==> config.mk <==
export PLATFORM = sky130hd
export DESIGN_NAME = mem_port_b_arbiter_flat
export DESIGN_NICKNAME = d
export VERILOG_FILES = /design/src/rtl/mem_port_b_arbiter_if.sv /design/src/rtl/mem_port_b_arbiter.sv /design/src/flat_wrapper.sv
export SDC_FILE = /design/constraint.sdc
export NUM_CORES = 1
export LEC_CHECK = 0
export ABC_CLOCK_PERIOD_IN_PS = 1200
export BUFFER_PORTS_ARGS = -buffer_cell sky130_fd_sc_hd__buf_4
export CAP_MARGIN = 10
export CORE_ASPECT_RATIO = 0.5
export CORE_UTILIZATION = 39
export CTS_CLUSTER_DIAMETER = 40
export CTS_CLUSTER_SIZE = 40
export DETAILED_ROUTE_END_ITERATION = 12
export PLACE_DENSITY = 0.85
export SYNTH_ARGS = -nofsm -noshare
export SYNTH_HDL_FRONTEND = slang
export SYNTH_SLANG_ARGS = --single-unit
==> constraint.sdc <==
create_clock -name clk -period 1.2 [get_ports clk]
set_input_delay 0.12 -clock clk [delete_from_list [all_inputs] [get_ports clk]]
set_output_delay 0.12 -clock clk [all_outputs]
set_load 0.1 [all_outputs]
==> src/rtl/mem_port_b_arbiter_if.sv <==
// Port B bundle: three requester channels plus the BRAM port B pins.
// slave = arbiter side, master = requesters + memory side.
interface mem_port_b_arbiter_if #(
  parameter int unsigned ADDR_WIDTH = 12,
  parameter int unsigned DATA_WIDTH = 16
);
  logic                  r0_req;
  logic                  r0_we;
  logic [ADDR_WIDTH-1:0] r0_addr;
  logic [DATA_WIDTH-1:0] r0_wdata;
  logic                  r0_gnt;
  logic                  r0_rvalid;

  logic                  r1_req;
  logic                  r1_we;
  logic [ADDR_WIDTH-1:0] r1_addr;
  logic [DATA_WIDTH-1:0] r1_wdata;
  logic                  r1_gnt;
  logic                  r1_rvalid;

  logic                  r2_req;
  logic                  r2_we;
  logic [ADDR_WIDTH-1:0] r2_addr;
  logic [DATA_WIDTH-1:0] r2_wdata;
  logic                  r2_gnt;
  logic                  r2_rvalid;

  logic [DATA_WIDTH-1:0] rdata;
  logic [ADDR_WIDTH-1:0] mem_addr_b;
  logic [DATA_WIDTH-1:0] mem_din_b;
  logic                  mem_we_b;
  logic [DATA_WIDTH-1:0] mem_dout_b;
  logic                  wp_err;

  modport slave (
    input  r0_req, r0_we, r0_addr, r0_wdata,
    input  r1_req, r1_we, r1_addr, r1_wdata,
    input  r2_req, r2_we, r2_addr, r2_wdata,
    input  mem_dout_b,
    output r0_gnt, r0_rvalid, r1_gnt, r1_rvalid, r2_gnt, r2_rvalid,
    output rdata, mem_addr_b, mem_din_b, mem_we_b, wp_err
  );

  modport master (
    output r0_req, r0_we, r0_addr, r0_wdata,
    output r1_req, r1_we, r1_addr, r1_wdata,
    output r2_req, r2_we, r2_addr, r2_wdata,
    output mem_dout_b,
    input  r0_gnt, r0_rvalid, r1_gnt, r1_rvalid, r2_gnt, r2_rvalid,
    input  rdata, mem_addr_b, mem_din_b, mem_we_b, wp_err
  );
endinterface

==> src/rtl/mem_port_b_arbiter.sv <==
// BRAM port B arbiter: r0 fixed priority, r1/r2 round-robin, registered grants.
// Optional write protection below PROT_LIMIT for r1/r2: define MEM_ARB_WPROT_EN.
module mem_port_b_arbiter #(
  parameter int unsigned           ADDR_WIDTH = 12,
  parameter int unsigned           DATA_WIDTH = 16,
  parameter logic [ADDR_WIDTH-1:0] PROT_LIMIT = 'h400
) (
  input logic           clk,
  input logic           reset,
  mem_port_b_arbiter_if.slave bus
);

  typedef enum logic [1:0] {
    SEL_NONE = 2'd0,
    SEL_R0   = 2'd1,
    SEL_R1   = 2'd2,
    SEL_R2   = 2'd3
  } sel_t;

  logic [2:0]            w_req;
  logic [2:0]            w_elig;
  sel_t                  w_sel;
  logic [2:0]            w_gnt_nxt;
  logic                  w_we;
  logic [ADDR_WIDTH-1:0] w_addr;
  logic [DATA_WIDTH-1:0] w_wdata;
  logic                  w_viol;

  logic [2:0]            r_gnt;
  logic [2:0]            r_gnt_rd;
  logic [2:0]            r_rvalid;
  logic                  r_rr_ptr;  // 0: r1 wins a tie, 1: r2 wins a tie
  logic [ADDR_WIDTH-1:0] r_mem_addr;
  logic [DATA_WIDTH-1:0] r_mem_din;
  logic                  r_mem_we;
  logic                  r_wp_err;

  assign w_req  = {bus.r2_req, bus.r1_req, bus.r0_req};
  // A requester holding gnt this cycle is masked so one req yields one grant.
  assign w_elig = w_req & ~r_gnt;

  always_comb begin
    w_sel = SEL_NONE;
    if (w_elig[0])
      w_sel = SEL_R0;
    else if (w_elig[1] && w_elig[2])
      w_sel = r_rr_ptr ? SEL_R2 : SEL_R1;
    else if (w_elig[1])
      w_sel = SEL_R1;
    else if (w_elig[2])
      w_sel = SEL_R2;
  end

  always_comb begin
    w_gnt_nxt = '0;
    w_we      = 1'b0;
    w_addr    = r_mem_addr;
    w_wdata   = r_mem_din;
    case (w_sel)
      SEL_R0: begin
        w_gnt_nxt = 3'b001;
        w_we      = bus.r0_we;
        w_addr    = bus.r0_addr;
        w_wdata   = bus.r0_wdata;
      end
      SEL_R1: begin
        w_gnt_nxt = 3'b010;
        w_we      = bus.r1_we;
        w_addr    = bus.r1_addr;
        w_wdata   = bus.r1_wdata;
      end
      SEL_R2: begin
        w_gnt_nxt = 3'b100;
        w_we      = bus.r2_we;
        w_addr    = bus.r2_addr;
        w_wdata   = bus.r2_wdata;
      end
      default: ;
    endcase
  end

`ifdef MEM_ARB_WPROT_EN
  logic w_low;
  assign w_low  = (w_sel == SEL_R1) || (w_sel == SEL_R2);
  assign w_viol = w_low && w_we && (w_addr < PROT_LIMIT);
`else
  logic w_unused_prot;
  assign w_unused_prot = ^PROT_LIMIT;
  assign w_viol        = 1'b0;
`endif

  always_ff @(posedge clk) begin
    if (reset) begin
      r_gnt      <= '0;
      r_gnt_rd   <= '0;
      r_rvalid   <= '0;
      r_rr_ptr   <= 1'b0;
      r_mem_addr <= '0;
      r_mem_din  <= '0;
      r_mem_we   <= 1'b0;
      r_wp_err   <= 1'b0;
    end else begin
      r_gnt    <= w_gnt_nxt;
      r_gnt_rd <= w_we ? 3'b000 : w_gnt_nxt;
      r_rvalid <= r_gnt_rd;
      r_mem_we <= w_we & ~w_viol;
      r_wp_err <= w_viol;
      if (w_sel != SEL_NONE) begin
        r_mem_addr <= w_addr;
        r_mem_din  <= w_wdata;
      end
      if (w_sel == SEL_R1)
        r_rr_ptr <= 1'b1;
      else if (w_sel == SEL_R2)
        r_rr_ptr <= 1'b0;
    end
  end

  assign bus.r0_gnt     = r_gnt[0];
  assign bus.r1_gnt     = r_gnt[1];
  assign bus.r2_gnt     = r_gnt[2];
  assign bus.r0_rvalid  = r_rvalid[0];
  assign bus.r1_rvalid  = r_rvalid[1];
  assign bus.r2_rvalid  = r_rvalid[2];
  assign bus.rdata      = bus.mem_dout_b;
  assign bus.mem_addr_b = r_mem_addr;
  assign bus.mem_din_b  = r_mem_din;
  assign bus.mem_we_b   = r_mem_we;
  assign bus.wp_err     = r_wp_err;

endmodule

==> src/flat_wrapper.sv <==
// flat-port wrapper written by rule: the top's interface ports become plain ports
module mem_port_b_arbiter_flat 
#(
  parameter int unsigned           ADDR_WIDTH = 12,
  parameter int unsigned           DATA_WIDTH = 16,
  parameter logic [ADDR_WIDTH-1:0] PROT_LIMIT = 'h400
)
  (clk, reset, bus_r0_req, bus_r0_we, bus_r0_addr, bus_r0_wdata, bus_r1_req, bus_r1_we, bus_r1_addr, bus_r1_wdata, bus_r2_req, bus_r2_we, bus_r2_addr, bus_r2_wdata, bus_mem_dout_b, bus_r0_gnt, bus_r0_rvalid, bus_r1_gnt, bus_r1_rvalid, bus_r2_gnt, bus_r2_rvalid, bus_rdata, bus_mem_addr_b, bus_mem_din_b, bus_mem_we_b, bus_wp_err);
  mem_port_b_arbiter_if #(.ADDR_WIDTH(ADDR_WIDTH), .DATA_WIDTH(DATA_WIDTH)) bus_i ();
  input logic clk;
  input logic reset;
  input wire logic [$bits(bus_i.r0_req)-1:0] bus_r0_req;
  input wire logic [$bits(bus_i.r0_we)-1:0] bus_r0_we;
  input wire logic [$bits(bus_i.r0_addr)-1:0] bus_r0_addr;
  input wire logic [$bits(bus_i.r0_wdata)-1:0] bus_r0_wdata;
  input wire logic [$bits(bus_i.r1_req)-1:0] bus_r1_req;
  input wire logic [$bits(bus_i.r1_we)-1:0] bus_r1_we;
  input wire logic [$bits(bus_i.r1_addr)-1:0] bus_r1_addr;
  input wire logic [$bits(bus_i.r1_wdata)-1:0] bus_r1_wdata;
  input wire logic [$bits(bus_i.r2_req)-1:0] bus_r2_req;
  input wire logic [$bits(bus_i.r2_we)-1:0] bus_r2_we;
  input wire logic [$bits(bus_i.r2_addr)-1:0] bus_r2_addr;
  input wire logic [$bits(bus_i.r2_wdata)-1:0] bus_r2_wdata;
  input wire logic [$bits(bus_i.mem_dout_b)-1:0] bus_mem_dout_b;
  output wire logic [$bits(bus_i.r0_gnt)-1:0] bus_r0_gnt;
  output wire logic [$bits(bus_i.r0_rvalid)-1:0] bus_r0_rvalid;
  output wire logic [$bits(bus_i.r1_gnt)-1:0] bus_r1_gnt;
  output wire logic [$bits(bus_i.r1_rvalid)-1:0] bus_r1_rvalid;
  output wire logic [$bits(bus_i.r2_gnt)-1:0] bus_r2_gnt;
  output wire logic [$bits(bus_i.r2_rvalid)-1:0] bus_r2_rvalid;
  output wire logic [$bits(bus_i.rdata)-1:0] bus_rdata;
  output wire logic [$bits(bus_i.mem_addr_b)-1:0] bus_mem_addr_b;
  output wire logic [$bits(bus_i.mem_din_b)-1:0] bus_mem_din_b;
  output wire logic [$bits(bus_i.mem_we_b)-1:0] bus_mem_we_b;
  output wire logic [$bits(bus_i.wp_err)-1:0] bus_wp_err;
  assign bus_i.r0_req = bus_r0_req;
  assign bus_i.r0_we = bus_r0_we;
  assign bus_i.r0_addr = bus_r0_addr;
  assign bus_i.r0_wdata = bus_r0_wdata;
  assign bus_i.r1_req = bus_r1_req;
  assign bus_i.r1_we = bus_r1_we;
  assign bus_i.r1_addr = bus_r1_addr;
  assign bus_i.r1_wdata = bus_r1_wdata;
  assign bus_i.r2_req = bus_r2_req;
  assign bus_i.r2_we = bus_r2_we;
  assign bus_i.r2_addr = bus_r2_addr;
  assign bus_i.r2_wdata = bus_r2_wdata;
  assign bus_i.mem_dout_b = bus_mem_dout_b;
  assign bus_r0_gnt = bus_i.r0_gnt;
  assign bus_r0_rvalid = bus_i.r0_rvalid;
  assign bus_r1_gnt = bus_i.r1_gnt;
  assign bus_r1_rvalid = bus_i.r1_rvalid;
  assign bus_r2_gnt = bus_i.r2_gnt;
  assign bus_r2_rvalid = bus_i.r2_rvalid;
  assign bus_rdata = bus_i.rdata;
  assign bus_mem_addr_b = bus_i.mem_addr_b;
  assign bus_mem_din_b = bus_i.mem_din_b;
  assign bus_mem_we_b = bus_i.mem_we_b;
  assign bus_wp_err = bus_i.wp_err;
  mem_port_b_arbiter #(.ADDR_WIDTH(ADDR_WIDTH), .DATA_WIDTH(DATA_WIDTH), .PROT_LIMIT(PROT_LIMIT)) u_core (.clk(clk), .reset(reset), .bus(bus_i));
endmodule
* Word-level counts from Yosys, hierarchy flattened *
Cells that the tools add are included.

word-level totals
  bits of input ports = 108
  flip-flop bits (word level) = 39

operators by class
  bitwise operators = 2
  reductions and logical operators = 6
  equality and inequality tests = 3
  muxes and demuxes = 11

operator list
  cell                count
  $pmux 16 s3         1
  $pmux 12 s3         1
  $pmux 3 s3          1
  $mux 2              4
  $eq 2x2->1 const B  2
  $reduce_bool 2->1   2
  $and 3x3->3         1
  $mux 1              3
  $not 3->3           1
  $pmux 1 s3          1
  $reduce_bool 3->1   1
  $eq 2x1->1 const B  1
  $reduce_and 2->1    1
  $reduce_or 2->1     1
  $logic_and 1x1->1   1

* Longest topological paths before layout *
Gate-level depths: netlist (run 1).

  word-level depth = 9
  depth in mapped cells = 6
  mapped depth without buffers = 3

* Least setup slack after synthesis (run 1) *
No wires, ideal clock.

  path type = flip-flop to flip-flop
  from = register u_core.r_gnt[0]
  to = register u_core.r_mem_din[0] (netlist: u_core.bus.mem_din_b[0])
  stages on the path, launching flop included = 6
  setup slack = -0.722 ns
  setup time = 0.133 ns
  arrival time = 1.788 ns
  cells stage by stage = dfxtp_1 > buf_2 > buf_2 > and3b_1 > a31oi_1 > a311oi_1

between the ends
  word-level cells in the longest chain between the ends = 6

RTL lines
  element                                   RTL line                   RTL
  start: declaration                        mem_port_b_arbiter.sv:29   logic [2:0] r_gnt;
  start signal: assignment                  mem_port_b_arbiter.sv:103  r_gnt <= w_gnt_nxt;
  $not 3->3 *                               mem_port_b_arbiter.sv:40   assign w_elig = w_req & ~r_gnt;
  $and 3x3->3 *                             mem_port_b_arbiter.sv:40
  $mux 2 *                                  mem_port_b_arbiter.sv:44   if (w_elig[0])
  $eq 2x1->1 or $eq 2x2->1 (tied branches)  mem_port_b_arbiter.sv:59   case (w_sel)
  $reduce_bool 3->1 (no line)               -
  $reduce_and 2->1 (no line)                -
  end signal: assignment                    mem_port_b_arbiter.sv:110  r_mem_din <= w_wdata;
  end: declaration                          mem_port_b_arbiter.sv:34   logic [DATA_WIDTH-1:0] r_mem_din;

Every way passes the cells marked *; elsewhere a longest branch is shown, timed or not.
A chain may end at the register's enable or synchronous reset.

* Worst setup path in the final report (run 1) *
  from = register u_core.r_gnt[1]
  to = register u_core.r_mem_din[3] (netlist: u_core.bus.mem_din_b[3])

between the ends
  word-level cells in the longest chain between the ends = 8

RTL lines
  element                                      RTL line                                            RTL
  $not 3->3 *                                  mem_port_b_arbiter.sv:40
  $and 3x3->3 *                                mem_port_b_arbiter.sv:40
  $mux 2 or $logic_and 1x1->1 (tied branches)  mem_port_b_arbiter.sv:48, mem_port_b_arbiter.sv:46
  $mux 2 *                                     mem_port_b_arbiter.sv:46                            else if (w_elig[1] && w_elig[2])
  $mux 2 *                                     mem_port_b_arbiter.sv:44
  $eq 2x1->1 or $eq 2x2->1 (tied branches)     mem_port_b_arbiter.sv:59
  $reduce_bool 3->1 (no line)                  -
  $reduce_and 2->1 (no line)                   -

Marks and branches as above.

==> results of run 1 <==
## sequential cells by signal, summed over array words and instances (netlist names)
register	count
u_core.bus.mem_din_b	16
u_core.r_gnt	3
u_core.bus.mem_we_b	1
u_core.bus.mem_addr_b	12
u_core.r_rvalid	3
u_core.r_gnt_rd	3
u_core.r_rr_ptr	1
## power by group through the flow
stage,clock (mW),sequential [mW],combinational [mW]
2_1_floorplan,0,2.25,0.872
3_3_place_gp,0,1.51,1.88
3_5_place_dp,0,1.51,1.90
4_1_cts,1.53,1.49,1.93
5_1_grt,1.57,1.50,2.15
6_report,1.54,1.49,2.07
## logic make-up after synthesis
family | synth area share
AOI/OAI and AO/OA | 0.171
buffers and inverters | 0.172
DFF | 0.303
other | 0.00145
and+or+nand+nor | 0.353
## worst register-to-register path: stages, from the launching register on
cell	delay, ns
dfxtp_4	0.37
nor2b_4	0.05
buf_12	0.13
buf_12	0.14
nor4_1	0.38
a311oi_1	0.11
## routing by layer
| layer | wire, um | share of wire | vias to the layer above |
|---|---|---|---|
| li1 | - | - | 1411 |
| met1 | 3780 | 0.38 | 1472 |
| met2 | 4670 | 0.46 | 231 |
| met3 | 1050 | 0.10 | 62 |
| met4 | 560 | 0.056 | 0 |
| met5 | 0 | 0 | - |
## repair_timing
action	4_1_cts	5_1_grt
buffers inserted	0	3
endpoints found under the setup margin	33	34
resized for setup	9	11
pin swaps	5	11
gates cloned	0	3
## layout make-up
class	instances	area, um^2	share of cell area
repair buffers	159	1420	0.361
multi-input cells	195	1410	0.358
flip-flops and latches	39	828	0.210
clock buffers	5	125	0.0318
well taps	88	110	0.0280
clock inverters	3	43.8	0.0111
## final timing paths
kind,from,to,slack [ns],cells past startpoint
worst max register to register,u_core.r_gnt[1],u_core.bus.mem_din_b[3],-0.11,5
worst max-delay path,u_core.r_gnt[1],u_core.bus.mem_din_b[3],-0.11,5
worst min register to register,u_core.r_gnt_rd[0],u_core.r_rvalid[0],0.45,1
worst min-delay path,bus_r2_we,u_core.r_gnt_rd[2],0.003,2
## per-stage QoR
| step | total power [mW] | cells | utilization | setup slack, ns | instance area (um^2) |
|---|---|---|---|---|---|
| 6_report | 5.10 | 489 | 0.632 | -0.114 | 3940 |
| 4_1_cts | 4.95 | 483 | 0.604 | -0.0856 | 3760 |
| 5_1_grt | 5.22 | 489 | 0.632 | -0.179 | 3940 |
| 2_1_floorplan | 3.12 | 300 | - | -0.182 | 2670 |
| 3_3_place_gp | 3.39 | 475 | 0.572 | -0.0480 | 3560 |
| 3_5_place_dp | 3.41 | 475 | 0.572 | -0.0699 | 3560 |
## placed cells by master, fill, tap and decap left out, drive strengths merged, types with 2 or more instances in the layout
cell	n
buf	156
nand4	58
dfxtp	39
nor4	30
a31oi	29
a311oi	29
and3b	28
clkbuf	8
nor2b	6
nor3	3
nand2b	3
nand3	2
clkinv	2
## cells in the mapped netlist
cell / count
a21oi_1: 1
conb_1: 1
or3b_1: 1
nor2b_2: 1
nor2_1: 1
nand2b_1: 3
nor3_1: 3
clkbuf_1: 6
a31oi_1: 29
nor2b_1: 5
and3b_1: 28
a311oi_1: 29
nand3b_1: 1
dfxtp_1: 39
nand3_1: 2
buf_4: 34
nor4_1: 30
nand2_1: 1
nand4_1: 58
buf_8: 3
buf_6: 1
buf_2: 22
and2_1: 1
==> results.toml, run 1 <==
[status]
status = "finished with violations"
violations = "negative setup slack"

[pwr]
power.switching_mw = 1.98
power.density_nw_per_um2 = 1300
power_frac_seq = 0.292
clkPwrFrac = 0.302
switching_share = 0.388
internal_power_mw = 3.12
ir_worst_vdd_v = 0.000646
power_frac_comb = 0.406
p_leak_nw = 1.67

[global_routing]
met3_usage = 0.0521
met1_usage = 0.310
first_global_vias = 2893
track_usage = 0.258
grt_max_degree = 40
busiest_layer = "met2"
antenna_found_initial = 0
globalRoute.totalOverflow = 0
grt_pass1_wl_mm = 13.8
gr-usage-met2 = 0.428

[logic_synthesis]
synth.ff_latch_count = 39
yosys_warnings = 0
yosys.area.top_type_share = 0.303
syn_avg_cell_area_um2 = 8.60
synthCells = 300
syn_area_um2 = 2580
ys_seq_area_frac = 0.303
synthDistinctLibCells = 23
synth.area.top_cells = "dfxtp_1 (30%), nand4_1 (14%), buf_4 (9.9%)"
yosys.area.top_type = "dfxtp_1"
syn-num-nets = 408

[critical_path]
arrival_ns = 1.46
slowest_delay_ns = 0.37
cp_num_buf_inv = 2
cp_top_family = "simple AND/OR/NAND/NOR gates"
critical_path_required_ns = 1.35
worstSetupEndpointType = "flip-flop"
cp_max_fo = 13
critPathKind = "reg2reg"
start_kind = "flip-flop"
slowest_stage = "dfxtp_4"
cp_common_cell = "buf_12"
path_cells = "nor2b_4 -> buf_12 -> buf_12 -> nor4_1 -> a311oi_1"

[finish]
n_fill_cell = 443
final_nets = 508
antenna_cells = 0
synthToLayoutAreaGrowth_pct = 52.7
drive_gt1_frac = 0.521

[cts]
clock_latency_ns = 0.29
clkSinkCount = 39
cts_made_buffers = 5
cts_tree = "yes"
htreeDepth = 2
postCtsHoldBufs = 0
clk_path_buf_depth = 2
cts-root-buf = "clkbuf_16"
cts.clk_slew.worst_paths_ns = 0.06

[timing]
rsz0062_at_grt = "true"
slew_violations = 0
setup_slack_ns = -0.114
fin_crit_sh = 1.09
timing.hold.ws_ns = 0.00335
finalHoldViolations = 0
final.setup.tns_ns = -1.87
fmax_mhz = 761
clock_skew_ns = 0.00416
report.final.setup_viol = 32
fin_crit_ns = 1.31

[drt]
ant_nets = 0
routed_wl_mm = 10.1
wl_per_cell_um = 20.6
via_count = 3176
first_pass_iters = 5
routed_via_density = 6.49
dr.first_iter.drc_count = 339
drc = 0

[placed_design]
dp_hpwl_mm = 6.03
place.gp.congestion = 0.804
portBuffers = 126

[die]
core_um2 = 6230
rows = 20
die_area_um2 = 6960
die_w_um = 117
io_pins = 160
initial_core_util = 0.414
fp.dieH_um = 59.5

[run]
drv_cap = 0

[worst_hold_path]
hold_path.class = "in2reg"
No activity file was read; power rests on OpenSTA's default activity.
==> run 2, diff against run 1 <==
--- a/config.mk
+++ b/config.mk
@@ -6,7 +6,7 @@
 export NUM_CORES = 1
 export LEC_CHECK = 0
 export ABC_CLOCK_PERIOD_IN_PS = 1200
-export BUFFER_PORTS_ARGS = -buffer_cell sky130_fd_sc_hd__buf_4
+export BUFFER_PORTS_ARGS = -buffer_cell sky130_fd_sc_hd__buf_2
 export CAP_MARGIN = 10
 export CORE_ASPECT_RATIO = 0.5
 export CORE_UTILIZATION = 39
@@ -14,6 +14,7 @@
 export CTS_CLUSTER_SIZE = 40
 export DETAILED_ROUTE_END_ITERATION = 12
 export PLACE_DENSITY = 0.85
+export RECOVER_POWER = 25
 export SYNTH_ARGS = -nofsm -noshare
 export SYNTH_HDL_FRONTEND = slang
 export SYNTH_SLANG_ARGS = --single-unit
==> results.toml, run 2 (synthesized netlist as in run 1, its figures left out) <==
[critical_path]
cp_num_buf_inv = 1
cp_top_family = "simple AND/OR/NAND/NOR gates"
critPathKind = "reg2reg"
critical_path_required_ns = 1.38
slowest_stage = "a311oi_2"
worstSetupEndpointType = "flip-flop"
path_depth = 4
cp_max_fo = 16
endpoint = "u_core.bus.mem_din_b[2]"
reg2reg_slack_ns = -0.35
path_cells = "or3b_4 -> buf_6 -> nand4_1 -> a311oi_2"
arrival_ns = 1.73
timing.rr.end = "u_core.bus.mem_din_b[2]"
start_kind = "flip-flop"
worst_r2r_path_depth = 4
r2r-start = "u_core.r_rr_ptr"
slowest_delay_ns = 0.41
startpoint = "u_core.r_rr_ptr"

[cts]
cts_made_buffers = 5
cts.clk_slew.worst_paths_ns = 0.06
clkSinkCount = 39
clock_latency_ns = 0.29
htreeDepth = 2
cts_tree = "yes"
cts-root-buf = "clkbuf_16"
clk_path_buf_depth = 2

[timing]
slew_violations = 0
fin_crit_sh = 1.29
final.setup.tns_ns = -3.28
fin_crit_ns = 1.55
timing.hold.ws_ns = 0.00963
clock_skew_ns = 0.00572
relSlewSlack = 0.624
report.final.setup_viol = 33
fmax_mhz = 645
finalHoldViolations = 0
worst_slew_pin_slew_ns = 0.559
setup_slack_ns = -0.351
rsz0062_at_grt = "true"

[placed_design]
place.gp.congestion = 0.814
post-place-ws_ns = -0.0639
portBuffers = 126
dp_hpwl_mm = 5.89

[drt]
wl_per_cell_um = 23.4
routed_via_density = 6.89
via_count = 3410
dr.first_iter.drc_count = 506
routed_wl_mm = 11.6
ant_nets = 0
first_pass_iters = 6
drc = 0

[global_routing]
antenna_found_initial = 0
track_usage = 0.254
grt_pass1_wl_mm = 13.6
globalRoute.totalOverflow = 0
first_global_vias = 2791
grt_max_degree = 46

[pwr]
switching_share = 0.399
internal_power_mw = 3.08
ir_worst_vdd_v = 0.000638
power.switching_mw = 2.05
power.density_nw_per_um2 = 1310
power_frac_comb = 0.411
p_leak_nw = 1.66
power_frac_seq = 0.294
clkPwrFrac = 0.295

[finish]
final_cell_mix = "buf_2 (117), nand4_1 (58), a31oi_1 (29), dfxtp_2 (29), and3b_1 (28)"
antenna_cells = 0
drive_gt1_frac = 0.560
layout_commonest_cell = "buf_2"
largest_reg_flops = 16
synthToLayoutAreaGrowth_pct = 51.6
final_nets = 514

[die]
initial_core_util = 0.414
io_pins = 160
rows = 20
die_area_um2 = 6960
core_um2 = 6230
die_w_um = 117
fp.dieH_um = 59.5

[status]
status = "finished with violations"
violations = "negative setup slack"

[run]
drv_cap = 0

[worst_hold_path]
hold_path.class = "in2reg"
==> run 2: cell types whose count changed in the layout (fill, tap and decap cells not counted), sizes merged <==
cell	previous run	this run
buf	156	161
clkbuf	8	9
==> run 2: worst min path at each step <==
| stage | startpoint | endpoint | slack [ns] | cells after the start |
|---|---|---|---|---|
| 2_1_floorplan | bus_r1_we | u_core.r_gnt_rd[1] | 0.20 | 1 |
| 3_3_place_gp | bus_mem_dout_b[10] | bus_rdata[10] | 0.24 | 0 |
| 4_1_cts | bus_r2_we | u_core.r_gnt_rd[2] | 0.02 | 2 |
| 5_1_grt | bus_r2_we | u_core.r_gnt_rd[2] | 0.02 | 2 |
| 3_5_place_dp | bus_mem_dout_b[10] | bus_rdata[10] | 0.24 | 0 |
| 6_report | bus_r2_we | u_core.r_gnt_rd[2] | 0.01 | 2 |
==> run 2: stage by stage <==
| step | cells | total power, mW | instance area, um^2 | util |
|---|---|---|---|---|
| 2_1_floorplan | 300 | 3.12 | 2670 | - |
| 3_3_place_gp | 476 | 3.33 | 3390 | 0.544 |
| 3_5_place_dp | 476 | 3.35 | 3390 | 0.544 |
| 4_1_cts | 487 | 4.85 | 3630 | 0.583 |
| 5_1_grt | 495 | 5.26 | 3910 | 0.627 |
| 6_report | 495 | 5.13 | 3910 | 0.627 |
==> run 2: final cells by class <==
type                            count  area (um^2)
Multi-Input combinational cell    195         1490
Clock buffer                        5          125
Timing Repair Buffer              165         1320
Sequential cell                    39          828
Clock inverter                      3         38.8
Fill cell                         422         2320
Tap cell                           88          110
==> run 2: metal layers <==
layer | part of all wire | GRT usage | vias up | wire (um)
met5 | 0 | 0 | - | 0
met4 | 0.072 | 0.141 | 0 | 832
met3 | 0.12 | 0.0542 | 108 | 1430
met2 | 0.44 | 0.419 | 325 | 5130
met1 | 0.36 | 0.314 | 1555 | 4200
li1 | - | - | 1422 | -
==> run 2: repair_timing <==
action                     CTS  global route
cloned                       1             6
gates resized for setup     10            27
hold buffers                 0             0
buffers inserted             2             3
setup endpoints to repair   32            34
pin swaps                    8            10
==> run 2: worst reg2reg max path, stage by stage, from the launching register on <==
cell and delay [ns]:
dfxtp_2 0.38, or3b_4 0.18, buf_6 0.17, nand4_1 0.29, a311oi_2 0.41
==> run 2: power by group through the flow <==
stage	logic, mW	clock network, mW	registers [mW]
2_1_floorplan	0.872	0	2.25
3_3_place_gp	1.81	0	1.52
3_5_place_dp	1.83	0	1.52
4_1_cts	1.87	1.48	1.49
5_1_grt	2.17	1.58	1.51
6_report	2.11	1.51	1.50
